$ cat config.mk
export PLATFORM = sky130hd
export DESIGN_NAME = thread_switch_controller_flat
export DESIGN_NICKNAME = d
export VERILOG_FILES = /design/src/rtl/thread_pkg.sv /design/src/rtl/thread_switch_controller_if.sv /design/src/rtl/thread_context_file.sv /design/src/rtl/thread_switch_controller.sv /design/src/flat_wrapper.sv
export SDC_FILE = /design/constraint.sdc
export NUM_CORES = 1
export LEC_CHECK = 0
export ABC_AREA = 1
export ABC_CLOCK_PERIOD_IN_PS = 2900
export CAP_MARGIN = 40
export CORE_AREA = 2 2 116 118
export DETAILED_ROUTE_END_ITERATION = 7
export DIE_AREA = 0 0 118 120
export PLACE_DENSITY = 0.75
export SYNTH_ARGS = -nofsm -noshare
export SYNTH_HDL_FRONTEND = slang
export SYNTH_HIERARCHICAL = 1
export SYNTH_SLANG_ARGS = --single-unit
$ cat constraint.sdc
create_clock -name clk -period 2.9 [get_ports clk]
set_input_delay 0.58 -clock clk [delete_from_list [all_inputs] [get_ports clk]]
set_output_delay 0.58 -clock clk [all_outputs]
set_load 0.1 [all_outputs]
$ cat src/rtl/thread_pkg.sv
// Shared types for the two-thread switch controller.
// Thread ids, controller states and reset PC defaults.
package thread_pkg;

  localparam int unsigned NUM_THREADS = 2;

  localparam logic [31:0] DEFAULT_PC0 = 32'h0000_0000;
  localparam logic [31:0] DEFAULT_PC1 = 32'h0000_1000;

  typedef logic [0:0] tid_t;

  typedef enum logic [1:0] {
    RUN      = 2'd0,
    SWITCH   = 2'd1,
    COOLDOWN = 2'd2
  } ts_state_e;

endpackage

$ cat src/rtl/thread_switch_controller_if.sv
// Thread-control bundle between the switch controller
// and the core (miss/fill inputs, switch/fetch outputs).
interface thread_switch_controller_if #(
  parameter int unsigned ADDR_WIDTH = 32
);
  import thread_pkg::*;

  logic                  mt_enable;
  logic                  dc_miss;
  logic [ADDR_WIDTH-1:0] mem_pc;
  logic                  mem_done;
  tid_t                  mem_done_tid;

  logic                  thread_switch;
  logic                  thread_switch_available;
  tid_t                  active_tid;
  logic                  load_pc_we;
  logic [ADDR_WIDTH-1:0] load_pc_new_pc;
  logic [31:0]           switch_count;

  modport master (
    input  mt_enable,
    input  dc_miss,
    input  mem_pc,
    input  mem_done,
    input  mem_done_tid,
    output thread_switch,
    output thread_switch_available,
    output active_tid,
    output load_pc_we,
    output load_pc_new_pc,
    output switch_count
  );

  modport slave (
    output mt_enable,
    output dc_miss,
    output mem_pc,
    output mem_done,
    output mem_done_tid,
    input  thread_switch,
    input  thread_switch_available,
    input  active_tid,
    input  load_pc_we,
    input  load_pc_new_pc,
    input  switch_count
  );

endinterface

$ cat src/rtl/thread_context_file.sv
// Per-thread saved replay PC and blocked flag.
// One save port (switch), one clear port (fill done).
module thread_context_file
  import thread_pkg::*;
#(
  parameter int unsigned           ADDR_WIDTH = 32,
  parameter logic [ADDR_WIDTH-1:0] RESET_PC0  = DEFAULT_PC0,
  parameter logic [ADDR_WIDTH-1:0] RESET_PC1  = DEFAULT_PC1
) (
  input  logic                  clk,
  input  logic                  rst_n,
  input  logic                  save_en,
  input  logic                  block_en,
  input  tid_t                  save_tid,
  input  logic [ADDR_WIDTH-1:0] save_pc,
  input  logic                  clr_en,
  input  tid_t                  clr_tid,
  input  tid_t                  rd_tid,
  output logic [ADDR_WIDTH-1:0] rd_pc,
  output logic                  rd_blocked
);

  logic [ADDR_WIDTH-1:0]  pc_q [NUM_THREADS];
  logic [ADDR_WIDTH-1:0]  pc_d [NUM_THREADS];
  logic [NUM_THREADS-1:0] blocked_q;
  logic [NUM_THREADS-1:0] blocked_d;

  // Fill clear first; a same-edge block of the
  // outgoing thread wins since it is a new miss.
  always_comb begin
    pc_d      = pc_q;
    blocked_d = blocked_q;
    if (clr_en) begin
      blocked_d[clr_tid] = 1'b0;
    end
    if (save_en) begin
      pc_d[save_tid] = save_pc;
      if (block_en) begin
        blocked_d[save_tid] = 1'b1;
      end
    end
  end

  // Context registers.
  always_ff @(posedge clk or negedge rst_n) begin
    if (!rst_n) begin
      pc_q[0]   <= RESET_PC0;
      pc_q[1]   <= RESET_PC1;
      blocked_q <= '0;
    end else begin
      pc_q      <= pc_d;
      blocked_q <= blocked_d;
    end
  end

  assign rd_pc      = pc_q[rd_tid];
  assign rd_blocked = blocked_q[rd_tid];

endmodule

$ cat src/rtl/thread_switch_controller.sv
// Two-thread switch controller: switches on D-cache miss.
// Optional timed switching under THREAD_QUANTUM_EN.
module thread_switch_controller
  import thread_pkg::*;
#(
  parameter int unsigned           ADDR_WIDTH   = 32,
  parameter logic [ADDR_WIDTH-1:0] RESET_PC0    = DEFAULT_PC0,
  parameter logic [ADDR_WIDTH-1:0] RESET_PC1    = DEFAULT_PC1,
  parameter int unsigned           DRAIN_CYCLES = 2
`ifdef THREAD_QUANTUM_EN
  ,
  parameter int unsigned           QUANTUM      = 1024
`endif
) (
  input  logic                        clk,
  input  logic                        rst_n,
  thread_switch_controller_if.master  tif
);

  ts_state_e             state_q, state_d;
  tid_t                  active_q, active_d;
  logic                  ts_q, ts_d;
  logic                  we_q, we_d;
  logic [ADDR_WIDTH-1:0] npc_q, npc_d;
  logic [3:0]            cnt_q, cnt_d;
  logic [31:0]           swc_q, swc_d;

  tid_t                  oth;
  logic [ADDR_WIDTH-1:0] oth_pc;
  logic                  oth_blocked;
  logic                  avail;
  logic                  miss_go;
  logic                  q_go;
  logic                  go;

  assign oth     = ~active_q;
  assign avail   = tif.mt_enable & ~oth_blocked
                 & (state_q == RUN);
  assign miss_go = tif.dc_miss & avail;
  assign go      = miss_go | q_go;

`ifdef THREAD_QUANTUM_EN
  localparam int unsigned QW =
    (QUANTUM > 2) ? $clog2(QUANTUM) : 1;
  localparam logic [QW-1:0] QLAST = QW'(QUANTUM - 1);

  logic [QW-1:0] qcnt_q, qcnt_d;
  logic          q_hit;

  assign q_hit = (qcnt_q == QLAST);
  assign q_go  = q_hit & avail & ~miss_go;

  // RUN-cycle counter since the last switch.
  always_comb begin
    qcnt_d = qcnt_q;
    if (state_q != RUN || go) begin
      qcnt_d = '0;
    end else if (!q_hit) begin
      qcnt_d = qcnt_q + 1'b1;
    end
  end

  // Quantum counter register.
  always_ff @(posedge clk or negedge rst_n) begin
    if (!rst_n) begin
      qcnt_q <= '0;
    end else begin
      qcnt_q <= qcnt_d;
    end
  end
`else
  assign q_go = 1'b0;
`endif

  thread_context_file #(
    .ADDR_WIDTH (ADDR_WIDTH),
    .RESET_PC0  (RESET_PC0),
    .RESET_PC1  (RESET_PC1)
  ) u_ctx (
    .clk        (clk),
    .rst_n      (rst_n),
    .save_en    (go),
    .block_en   (miss_go),
    .save_tid   (active_q),
    .save_pc    (tif.mem_pc),
    .clr_en     (tif.mem_done),
    .clr_tid    (tif.mem_done_tid),
    .rd_tid     (oth),
    .rd_pc      (oth_pc),
    .rd_blocked (oth_blocked)
  );

  // Next state and registered switch outputs.
  always_comb begin
    state_d  = state_q;
    active_d = active_q;
    ts_d     = 1'b0;
    we_d     = 1'b0;
    npc_d    = npc_q;
    cnt_d    = cnt_q;
    swc_d    = swc_q;
    unique case (state_q)
      RUN: begin
        if (go) begin
          state_d  = SWITCH;
          active_d = oth;
          ts_d     = 1'b1;
          we_d     = 1'b1;
          npc_d    = oth_pc;
        end
      end
      SWITCH: begin
        state_d = COOLDOWN;
        cnt_d   = 4'(DRAIN_CYCLES);
        if (swc_q != 32'hFFFF_FFFF) begin
          swc_d = swc_q + 32'd1;
        end
      end
      COOLDOWN: begin
        cnt_d = cnt_q - 4'd1;
        if (cnt_q <= 4'd1) begin
          state_d = RUN;
        end
      end
      default: begin
        state_d = RUN;
      end
    endcase
  end

  // Controller registers.
  always_ff @(posedge clk or negedge rst_n) begin
    if (!rst_n) begin
      state_q  <= RUN;
      active_q <= '0;
      ts_q     <= 1'b0;
      we_q     <= 1'b0;
      npc_q    <= '0;
      cnt_q    <= '0;
      swc_q    <= '0;
    end else begin
      state_q  <= state_d;
      active_q <= active_d;
      ts_q     <= ts_d;
      we_q     <= we_d;
      npc_q    <= npc_d;
      cnt_q    <= cnt_d;
      swc_q    <= swc_d;
    end
  end

  assign tif.thread_switch           = ts_q;
  assign tif.load_pc_we              = we_q;
  assign tif.load_pc_new_pc          = npc_q;
  assign tif.active_tid              = active_q;
  assign tif.switch_count            = swc_q;
  assign tif.thread_switch_available = avail;

endmodule

$ cat src/flat_wrapper.sv
// flat-port wrapper written by rule: the top's interface ports become plain ports
module thread_switch_controller_flat import thread_pkg::*;
#(
  parameter int unsigned           ADDR_WIDTH   = 32,
  parameter logic [ADDR_WIDTH-1:0] RESET_PC0    = DEFAULT_PC0,
  parameter logic [ADDR_WIDTH-1:0] RESET_PC1    = DEFAULT_PC1,
  parameter int unsigned           DRAIN_CYCLES = 2

)
  (clk, rst_n, tif_mt_enable, tif_dc_miss, tif_mem_pc, tif_mem_done, tif_mem_done_tid, tif_thread_switch, tif_thread_switch_available, tif_active_tid, tif_load_pc_we, tif_load_pc_new_pc, tif_switch_count);
  thread_switch_controller_if #(.ADDR_WIDTH(ADDR_WIDTH)) tif_i ();
  input  logic clk;
  input  logic rst_n;
  input wire logic [$bits(tif_i.mt_enable)-1:0] tif_mt_enable;
  input wire logic [$bits(tif_i.dc_miss)-1:0] tif_dc_miss;
  input wire logic [$bits(tif_i.mem_pc)-1:0] tif_mem_pc;
  input wire logic [$bits(tif_i.mem_done)-1:0] tif_mem_done;
  input wire logic [$bits(tif_i.mem_done_tid)-1:0] tif_mem_done_tid;
  output wire logic [$bits(tif_i.thread_switch)-1:0] tif_thread_switch;
  output wire logic [$bits(tif_i.thread_switch_available)-1:0] tif_thread_switch_available;
  output wire logic [$bits(tif_i.active_tid)-1:0] tif_active_tid;
  output wire logic [$bits(tif_i.load_pc_we)-1:0] tif_load_pc_we;
  output wire logic [$bits(tif_i.load_pc_new_pc)-1:0] tif_load_pc_new_pc;
  output wire logic [$bits(tif_i.switch_count)-1:0] tif_switch_count;
  assign tif_i.mt_enable = tif_mt_enable;
  assign tif_i.dc_miss = tif_dc_miss;
  assign tif_i.mem_pc = tif_mem_pc;
  assign tif_i.mem_done = tif_mem_done;
  assign tif_i.mem_done_tid = tif_mem_done_tid;
  assign tif_thread_switch = tif_i.thread_switch;
  assign tif_thread_switch_available = tif_i.thread_switch_available;
  assign tif_active_tid = tif_i.active_tid;
  assign tif_load_pc_we = tif_i.load_pc_we;
  assign tif_load_pc_new_pc = tif_i.load_pc_new_pc;
  assign tif_switch_count = tif_i.switch_count;
  thread_switch_controller #(.ADDR_WIDTH(ADDR_WIDTH), .RESET_PC0(RESET_PC0), .RESET_PC1(RESET_PC1), .DRAIN_CYCLES(DRAIN_CYCLES)) u_core (.clk(clk), .rst_n(rst_n), .tif(tif_i));
endmodule
=== Yosys cells after proc, flatten, opt, wreduce, memory -nomap -nowiden ===
Index checks and enable logic that the tools add are counted.

* Word-level logic and storage cells: 63
* Flip-flop bits (word level): 138
* Input port bits: 38
* Output and inout bits: 68

* Order comparisons: 9
* Multiplexer cells: 20
* Reductions and logical operators: 8
* $add $sub $neg: 2
* Equality and inequality tests: 5
* Bitwise logic cells: 10

{| class="wikitable"
|+ Operator list
! operator !! count
|-
| two-way mux 32 bit || 4
|-
| bitwise mux 64 bit || 1
|-
| adder 32 x 1 -> 32 bit, second input constant || 1
|-
| demux 32 bit (select 1 bit) || 1
|-
| inequality test 32 bit, second input constant || 1
|-
| two-way mux 2 bit || 4
|-
| case mux 4 bit (2 select lines) || 1
|-
| less-than comparator 1 x 2 -> 1 bit, second input constant || 3
|-
| two-way mux 1 bit || 6
|-
| case mux 2 bit (3 select lines) || 1
|-
| AND reduction 2 bit || 3
|-
| >= comparator 2 bit, second input constant || 2
|-
| <= comparator 4 x 1 -> 1 bit, second input constant || 1
|-
| inequality test 2 x 1 -> 1 bit, second input constant || 2
|-
| NOT 1 -> 2 bit || 2
|-
| subtractor 4 x 1 -> 4 bit, second input constant || 1
|-
| bitwise AND 1 bit || 3
|-
| logical AND 1 bit || 3
|-
| bitwise AND 2 bit || 1
|-
| demux 1 bit (select 1 bit) || 2
|-
| equality test 2 x 1 -> 1 bit, second input constant || 1
|-
| equality test 2 bit, second input constant || 1
|-
| >= comparator 1 bit, second input constant || 2
|-
| logical NOT 2 bit || 1
|-
| 5 further kinds || 6
|}

=== Depth between registers and ports, before layout ===
Gate-level depths: netlist of run 1.

* Depth in word-level cells: 9
* Depth in mapped cells: 13

=== By module ===
The synthesis of run 1 kept the hierarchy.

{| class="wikitable"
|+ By module, submodules not included
! module !! times used !! cells an instance !! area an instance (um^2) !! sequential area each (um^2)
|-
| thread_switch_controller || 1 || 530 || 3781.1 || 1801.7
|-
| thread_context_file || 1 || 396 || 3046.7 || 1652.8
|}

=== Worst setup path before layout of run 1 ===
Ideal clock, no wire load.

* Path kind: register to register
* Start point: register u_core.active_q, in the netlist u_core/tif.active_tid
* End point: register u_core/u_ctx/pc_q[10] (netlist bit)
* Data arrival time: 4.347 ns
* Clock period less this slack: 4.414 ns
* Required time: 2.834 ns
* Library setup time: 0.066 ns
* Cell stages (with the launch flop): 14
* Path slack: -1.514 ns
* Path buffers: 5
* Cells stage by stage: dfrtp_1 -> inv_1 -> buf_2 -> buf_2 -> nand2_1 -> o21ai_0 -> nor2_1 -> nand2_1 -> clkinv_1 -> buf_2 -> buf_2 -> buf_2 -> nand3_1 -> nand2_1

* Longest elaborated chain between the ends: 6
* Elaborated cells on any way between the ends: 13
* Classes of those cells: order compare (2); mux (5); bitwise (5); reduce/logical (1)

{| class="wikitable"
|+ RTL lines
! item !! RTL line !! text
|-
| start, declared || thread_switch_controller.sv:21 || <nowiki>tid_t active_q, active_d;</nowiki>
|-
| start signal, assigned || thread_switch_controller.sv:143 || <nowiki>active_q <= active_d;</nowiki>
|-
| two-way mux 1 bit (not written as such) (2 in series) || thread_context_file.sv:57 || <nowiki>assign rd_blocked = blocked_q[rd_tid];</nowiki>
|-
| net u_core.oth_blocked || thread_switch_controller.sv:30 || <nowiki>logic oth_blocked;</nowiki>
|-
| NOT 1 bit || thread_switch_controller.sv:37 || <nowiki>assign avail = tif.mt_enable & ~oth_blocked</nowiki>
|-
| bitwise AND 1 bit || thread_switch_controller.sv:37 ||
|-
| bitwise AND 1 bit || thread_switch_controller.sv:38 || <nowiki>& (state_q == RUN);</nowiki>
|-
| net tif_thread_switch_available || flat_wrapper.sv:20 || <nowiki>output wire logic [$bits(tif_i.thread_switch_available)-1:0] tif_thread_switch_available;</nowiki>
|-
| bitwise AND 1 bit || thread_switch_controller.sv:39 || <nowiki>assign miss_go = tif.dc_miss & avail;</nowiki>
|-
| net u_core.go || thread_switch_controller.sv:34 || <nowiki>logic go;</nowiki>
|-
| end signal, assigned || thread_context_file.sv:51 || <nowiki>pc_q <= pc_d;</nowiki>
|-
| end, declared || thread_context_file.sv:23 || <nowiki>logic [ADDR_WIDTH-1:0] pc_q [NUM_THREADS];</nowiki>
|}

The timed path passes the listed nets, and every way through them passes these cells. The select of a mux whose other input is x is not followed.
A chain may end at the register's enable or synchronous reset.

=== Worst setup path after layout of run 1 ===
* Start point: register u_core.active_q, in the netlist u_core/tif.active_tid
* End point: output port tif_active_tid

{| class="wikitable"
|+ RTL lines
! item !! RTL line !! text
|-
| end, declared || flat_wrapper.sv:21 || <nowiki>output wire logic [$bits(tif_i.active_tid)-1:0] tif_active_tid;</nowiki>
|}

No word-level cell between the ends.

==> results of run 1 <==
-- cells by family (layout without fill, tap and decap cells) --
family                     after synthesis  in the layout  synth area share (%)
DFF                                    138            138                  50.6
AOI/OAI and AO/OA                       48             48                  3.61
buffers and inverters                  110            222                  7.04
and+or+nand+nor                        609            609                  35.7
adders and majority gates                6              6                  1.10
xor gates and xnor gates                15             15                  1.92
-- worst max-delay path, cell delays in order, from the launching register on --
cell     delay, ns
dfrtp_4       0.41
buf_4         0.38
buf_4         0.37
-- layout by cell type, fill, tap and decap left out, types with 2 or more instances in the layout --
cell type / count
clkbuf_1: 5
nand4_1: 3
inv_1: 67
nor2_1: 54
clkbuf_8: 2
buf_4: 79
clkinv_2: 4
nand2_1: 458
xor2_1: 7
o22ai_1: 2
clkdlybuf4s50_1: 36
nand2_2: 2
nand3_1: 84
clkbuf_16: 17
dfrtp_1: 136
a21oi_1: 2
xnor2_1: 8
inv_2: 3
nand2_4: 3
buf_12: 3
ha_1: 6
nor2_4: 3
o21ai_0: 42
bufinv_16: 2
-- flip-flops by register name, summed over array words and instances (netlist names) --
signal	cells
u_core/u_ctx/pc_q	64
u_core/tif.load_pc_new_pc	32
u_core/tif.switch_count	32
u_core/cnt_q	4
u_core/state_q	2
u_core/u_ctx/blocked_q	2
u_core/tif.active_tid	1
u_core/tif.load_pc_we	1
-- synthesized netlist by cell type, drive strengths merged --
cell / instances
a21oi: 2
a31oi: 1
buf: 32
clkbuf: 7
clkinv: 1
dfrtp: 137
dfstp: 1
ha: 6
inv: 70
nand2: 463
nand3: 84
nand3b: 1
nand4: 3
nor2: 58
o211ai: 1
o21ai: 42
o22ai: 2
xnor2: 8
xor2: 7
-- stage by stage --
stage,area [sq um],hold WS [ns],cells
floorplan,6850,0.284,926
global placement,7880,0.453,1182
detailed placement,7880,0.459,1182
CTS,8450,0.138,1214
global route,8450,0.164,1214
finish,8450,0.132,1214
-- layer usage --
| layer | routed length [microns] | part of all wire (%) | global-route usage, % | up-vias |
|---|---|---|---|---|
| met5 | 0 | 0 | 0 | - |
| met4 | 257 | 1.6 | 7.91 | 0 |
| met3 | 771 | 4.8 | 5.56 | 22 |
| met2 | 7650 | 48 | 39.9 | 165 |
| met1 | 7330 | 46 | 32.4 | 2761 |
| li1 | - | - | - | 3045 |
-- power by group through the flow --
stage / clock network, mW / registers (mW) / logic (mW)
2_1_floorplan: 0 / 4.77 / 1.65
5_1_grt: 2.21 / 3.14 / 4.68
4_1_cts: 2.13 / 3.05 / 4.35
3_5_place_dp: 0 / 3.07 / 4.33
3_3_place_gp: 0 / 3.07 / 4.27
6_report: 2.09 / 3.05 / 4.32
-- how the worst min path moves through the flow --
stage / from / to / depth (start not counted)
floorplan: rst_n / u_core/cnt_q[0] / 0
global placement: u_core/u_ctx/pc_q[53] / u_core/u_ctx/pc_q[53] / 2
finish: rst_n / u_core/cnt_q[0] / 1
CTS: rst_n / u_core/state_q[0] / 1
global route: rst_n / u_core/cnt_q[0] / 1
detailed placement: u_core/u_ctx/pc_q[59] / u_core/u_ctx/pc_q[59] / 2
-- layout make-up --
class / count / area [sq um] / area share [%]
Clock buffer: 24 / 472 / 5.58
Clock inverter: 8 / 96.3 / 1.14
Inverter: 71 / 269 / 3.18
Multi-Input combinational cell: 678 / 2910 / 34.4
Sequential cell: 138 / 3460 / 40.9
Tap cell: 176 / 220 / 2.61
Timing Repair Buffer: 119 / 1020 / 12.1
==> flow_summary.yaml, run 1 <==
power:
  total_leakage_power_nw: 4.36
  p_seq_share_pct: 32.3
  p_comb_share_pct: 45.6
  p_int_mw: 4.94
  switching_share_pct: 47.8
  p_per_area_nw_per_um2: 1120
  total_power_mw: 9.46
  p_sw_mw: 4.52
  clockPowerShare_pct: 22.1
  max-vdd-ir-drop_mv: 0.643
sta:
  setup_viol: 0
  finClkSkew_ns: 0.00497
  max_freq_mhz: 463
  maxSlewViolCount: 0
  grt_setup_unrepaired: "no"
  tightest_slew_ns: 0.589
  slew_headroom_pct: 60.8
  setup_slack_ns: 0.738
  min_period_over_period_pct: 74.6
  hold_violations: 0
  finalCriticalPeriod_ns: 2.16
  fin_tns_setup_ns: 0
global_route:
  antenna_found_initial: 0
  grt_remaining_overflow: 0
  grt_pass1_vias: 5753
  grt_pass1_wl_microns: 27600
  grt_util_all_layers_pct: 24.4
  grt_max_degree: 66
floorplan:
  design.core.area_sq_um: 13000
  row_count: 42
  die_w_microns: 118
  die_height_microns: 120
  boundaryPins: 106
  initial_core_util_pct: 52.6
  die-area_sq_um: 14200
clock_network:
  clock_sinks: 138
  htreeDepth: 4
  postCtsSetupBuffers: 0
  cts_buffers: 17
  cts_root_buf: "clkbuf_16"
  clk_path_buf_depth: 2
  clkTransAtPathRegs_ns: 0.06
  holdBufCountCts: 0
  clk_latency_ns: 0.42
  cts_tree: "done"
  cts_resized: 0
min_path:
  hp-class: "in -> async"
critical_path:
  r2r_slack_ns: 0.81
  cp-end-kind: "primary output"
  timing.rr.end: "u_core/tif.switch_count[25]"
  critPathArrivalTime_ns: 1.58
  cp_data_required_time_ns: 2.32
  critPathMaxFanout: 36
  crit_end: "tif_active_tid"
  cp-start-kind: "flip-flop"
  rr_worst_depth: 10
  path_class: "reg -> out"
  rr_startpoint: "u_core/tif.switch_count[0]"
  crit_path_start: "u_core/tif.active_tid"
synthesis:
  synthTopCellsByArea: "dfrtp_1, nand2_1, nand3_1, inv_1, o21ai_0"
  ys_types: 27
  yosysTopAreaCell: "dfrtp_1"
  synth_nets: 970
  yosysTopAreaCellShare_pct: 50.2
  synthesis.area_sq_um: 6830
  synth_cells: 926
  syn_avg_cell_area_sq_um: 7.37
  yosysSeqAreaShare_pct: 50.6
  ys_ff_latch: 138
  yosys_warnings: 6
final_layout:
  final_util_pct: 65.1
  nets: 1069
  fill_cells: 1153
  drive_above_1_share_pct: 12.0
  area_growth_pct: 23.7
  diodes: 0
placement:
  dp.final_hpwl_microns: 10600
  gp_congestion: 0.900
  io_buffer_count: 105
  dp_slack_ns: 0.590
route:
  drt_iter0_drc: 469
  via_per_inst: 4.94
  drc_errors: 0
  via_count: 5993
  routedWlPerCell_microns: 13.2
  drtAntennaViolNets: 0
  drtPass1Iterations: 5
  routed_wirelength_microns: 16000
run:
  maxCapViolations: 0
run_status:
  status: "finished, final reports clean"
Power figures use the tool's default switching activity.
==> run 2, diff against run 1 <==
--- a/config.mk
+++ b/config.mk
@@ -6,12 +6,12 @@
 export NUM_CORES = 1
 export LEC_CHECK = 0
 export ABC_AREA = 1
-export ABC_CLOCK_PERIOD_IN_PS = 2900
+export ABC_CLOCK_PERIOD_IN_PS = 1800
 export CAP_MARGIN = 40
-export CORE_AREA = 2 2 116 118
+export CORE_AREA = 2 2 122 124
 export DETAILED_ROUTE_END_ITERATION = 7
-export DIE_AREA = 0 0 118 120
-export PLACE_DENSITY = 0.75
+export DIE_AREA = 0 0 124 126
+export PLACE_DENSITY = 0.71
 export SYNTH_ARGS = -nofsm -noshare
 export SYNTH_HDL_FRONTEND = slang
 export SYNTH_HIERARCHICAL = 1
==> constraint.sdc (replaced) <==
create_clock -name clk -period 1.8 [get_ports clk]
set_input_delay 0.36 -clock clk [delete_from_list [all_inputs] [get_ports clk]]
set_output_delay 0.36 -clock clk [all_outputs]
set_load 0.1 [all_outputs]
==> run 2 against run 1 <==
Against the previous run: the flow now finishes with violations (negative setup slack); cell count rose by 2.3%; register-to-register slack got worse by 0.68 ns; flip-flop and latch count did not move; largest cell class unchanged; utilization rose by 2.6 points; clock skew rose by 0.0042 ns; setup slack got worse by 0.77 ns; cell area rose by 15%.
==> flow_summary.yaml, run 2 (synthesis gave the netlist of run 1 again) <==
run_status:
  status: "finished, violations left"
  violations: "negative setup slack"
sta:
  fin_tns_setup_ns: -0.0338
  max_freq_mhz: 545
  maxSlewViolCount: 0
  setup_slack_ns: -0.0338
  finalCriticalPeriod_ns: 1.83
  grt_setup_unrepaired: "yes"
  slew_headroom_pct: 63.7
  min_period_over_period_pct: 102
  setup_viol: 1
  fin_hold_ws_ns: 0.468
  finClkSkew_ns: 0.00914
  hold_violations: 0
  tightest_slew_ns: 0.545
clock_network:
  clk_latency_ns: 0.42
  clkTransAtPathRegs_ns: 0.06
  htreeDepth: 4
  cts_buffers: 17
  clk_path_buf_depth: 2
  cts_tree: "done"
  clock_sinks: 138
  cts_root_buf: "clkbuf_16"
global_route:
  grt_remaining_overflow: 0
  grt_pass1_wl_microns: 28700
  grt_util_all_layers_pct: 23.5
  grt_pass1_vias: 5976
  grt_max_degree: 56
  antenna_found_initial: 0
route:
  drtPass1Iterations: 6
  routed_wirelength_microns: 17400
  drc_errors: 0
  drt_iter0_drc: 431
  via_count: 6345
  routedWlPerCell_microns: 14.0
  via_per_inst: 5.11
  drtAntennaViolNets: 0
final_layout:
  drive_above_1_share_pct: 17.7
  area_growth_pct: 41.9
  mostFrequentLayoutCell: "nand2_1"
  final_util_pct: 67.7
  final_cell_area_sq_um: 9690
  final_cell_mix: "nand2_1, dfrtp_1, nand3_1, buf_12, inv_1"
  diodes: 0
  largest_reg_flops: 64
  top_register: "u_core/u_ctx/pc_q"
  nets: 1089
  final_cells: 1242
  fill_cells: 1183
critical_path:
  cp-end-kind: "primary output"
  r2r_slack_ns: 0.13
  cp_data_required_time_ns: 1.44
  path_class: "reg -> out"
  critPathMaxFanout: 2
  cp-start-kind: "flip-flop"
  critPathArrivalTime_ns: 1.47
placement:
  dp_cells: 1202
  dp_slack_ns: 0.00775
  dpl_cell_area_sq_um: 9020
  gp_congestion: 0.973
  dp.final_hpwl_microns: 11700
  io_buffer_count: 105
floorplan:
  die_height_microns: 126
  row_count: 44
  boundaryPins: 106
  die_w_microns: 124
  die-area_sq_um: 15600
  design.core.area_sq_um: 14300
  initial_core_util_pct: 47.7
run:
  maxCapViolations: 0
power:
  total_power_mw: 17.1
  max-vdd-ir-drop_mv: 1.74
  total_leakage_power_nw: 4.68
  p_per_area_nw_per_um2: 1770
min_path:
  hp-class: "in -> async"
## run 2: cell types whose count changed in the layout (fill, tap and decap cells not counted), sizes merged
cell | before | now
dlygate4sd3 | 0 | 1
clkbuf | 24 | 25
inv | 71 | 70
clkinvlp | 1 | 2
buf | 83 | 102
clkinv | 5 | 4
## run 2: timing repair
action,4_1_cts,5_1_grt
hold buffers,1,0
gates resized for setup,7,1
buffers inserted,4,3
hold endpoints to repair,50,0
endpoints found under the setup margin,2,8
pin swaps,1,2
## run 2: power by group
part | leakage, nW | internal, mW | switching (mW)
logic | 2.67 | 2.96 | 5.55
registers | 1.73 | 4.28 | 0.919
clock network | 0.283 | 2.18 | 1.25
## run 2: critical path, stage by stage, from the launching register on
cell,delay [ns]
dfrtp_1,0.40
inv_2,0.10
ha_4,0.15
nand2_2,0.07
nor2_4,0.09
buf_6,0.10
buf_12,0.16
## run 2: layer usage
metal	track usage (%)	wire, microns
met5	0	0
met4	8.72	328
met3	4.30	951
met2	38.6	8720
met1	30.9	7390
## run 2: area by class of cell
class	instances	area [sq um]	area share, %
Timing Repair Buffer	139	2140	22.0
Multi-Input combinational cell	678	2950	30.5
Clock buffer	25	495	5.11
Sequential cell	138	3510	36.2
Inverter	71	277	2.85
Clock inverter	7	90.1	0.930
Tap cell	184	230	2.38
## run 2: worst paths after layout
kind,startpoint,depth (start not counted),endpoint
max,u_core/state_q[1],6,tif_thread_switch_available
min,rst_n,2,u_core/u_ctx/pc_q[61]
max reg2reg,u_core/tif.switch_count[1],10,u_core/tif.switch_count[20]
min reg2reg,u_core/u_ctx/pc_q[35],2,u_core/u_ctx/pc_q[35]
max in group asynchronous,rst_n,3,u_core/tif.switch_count[14]
min in group clk,u_core/u_ctx/pc_q[35],2,u_core/u_ctx/pc_q[35]
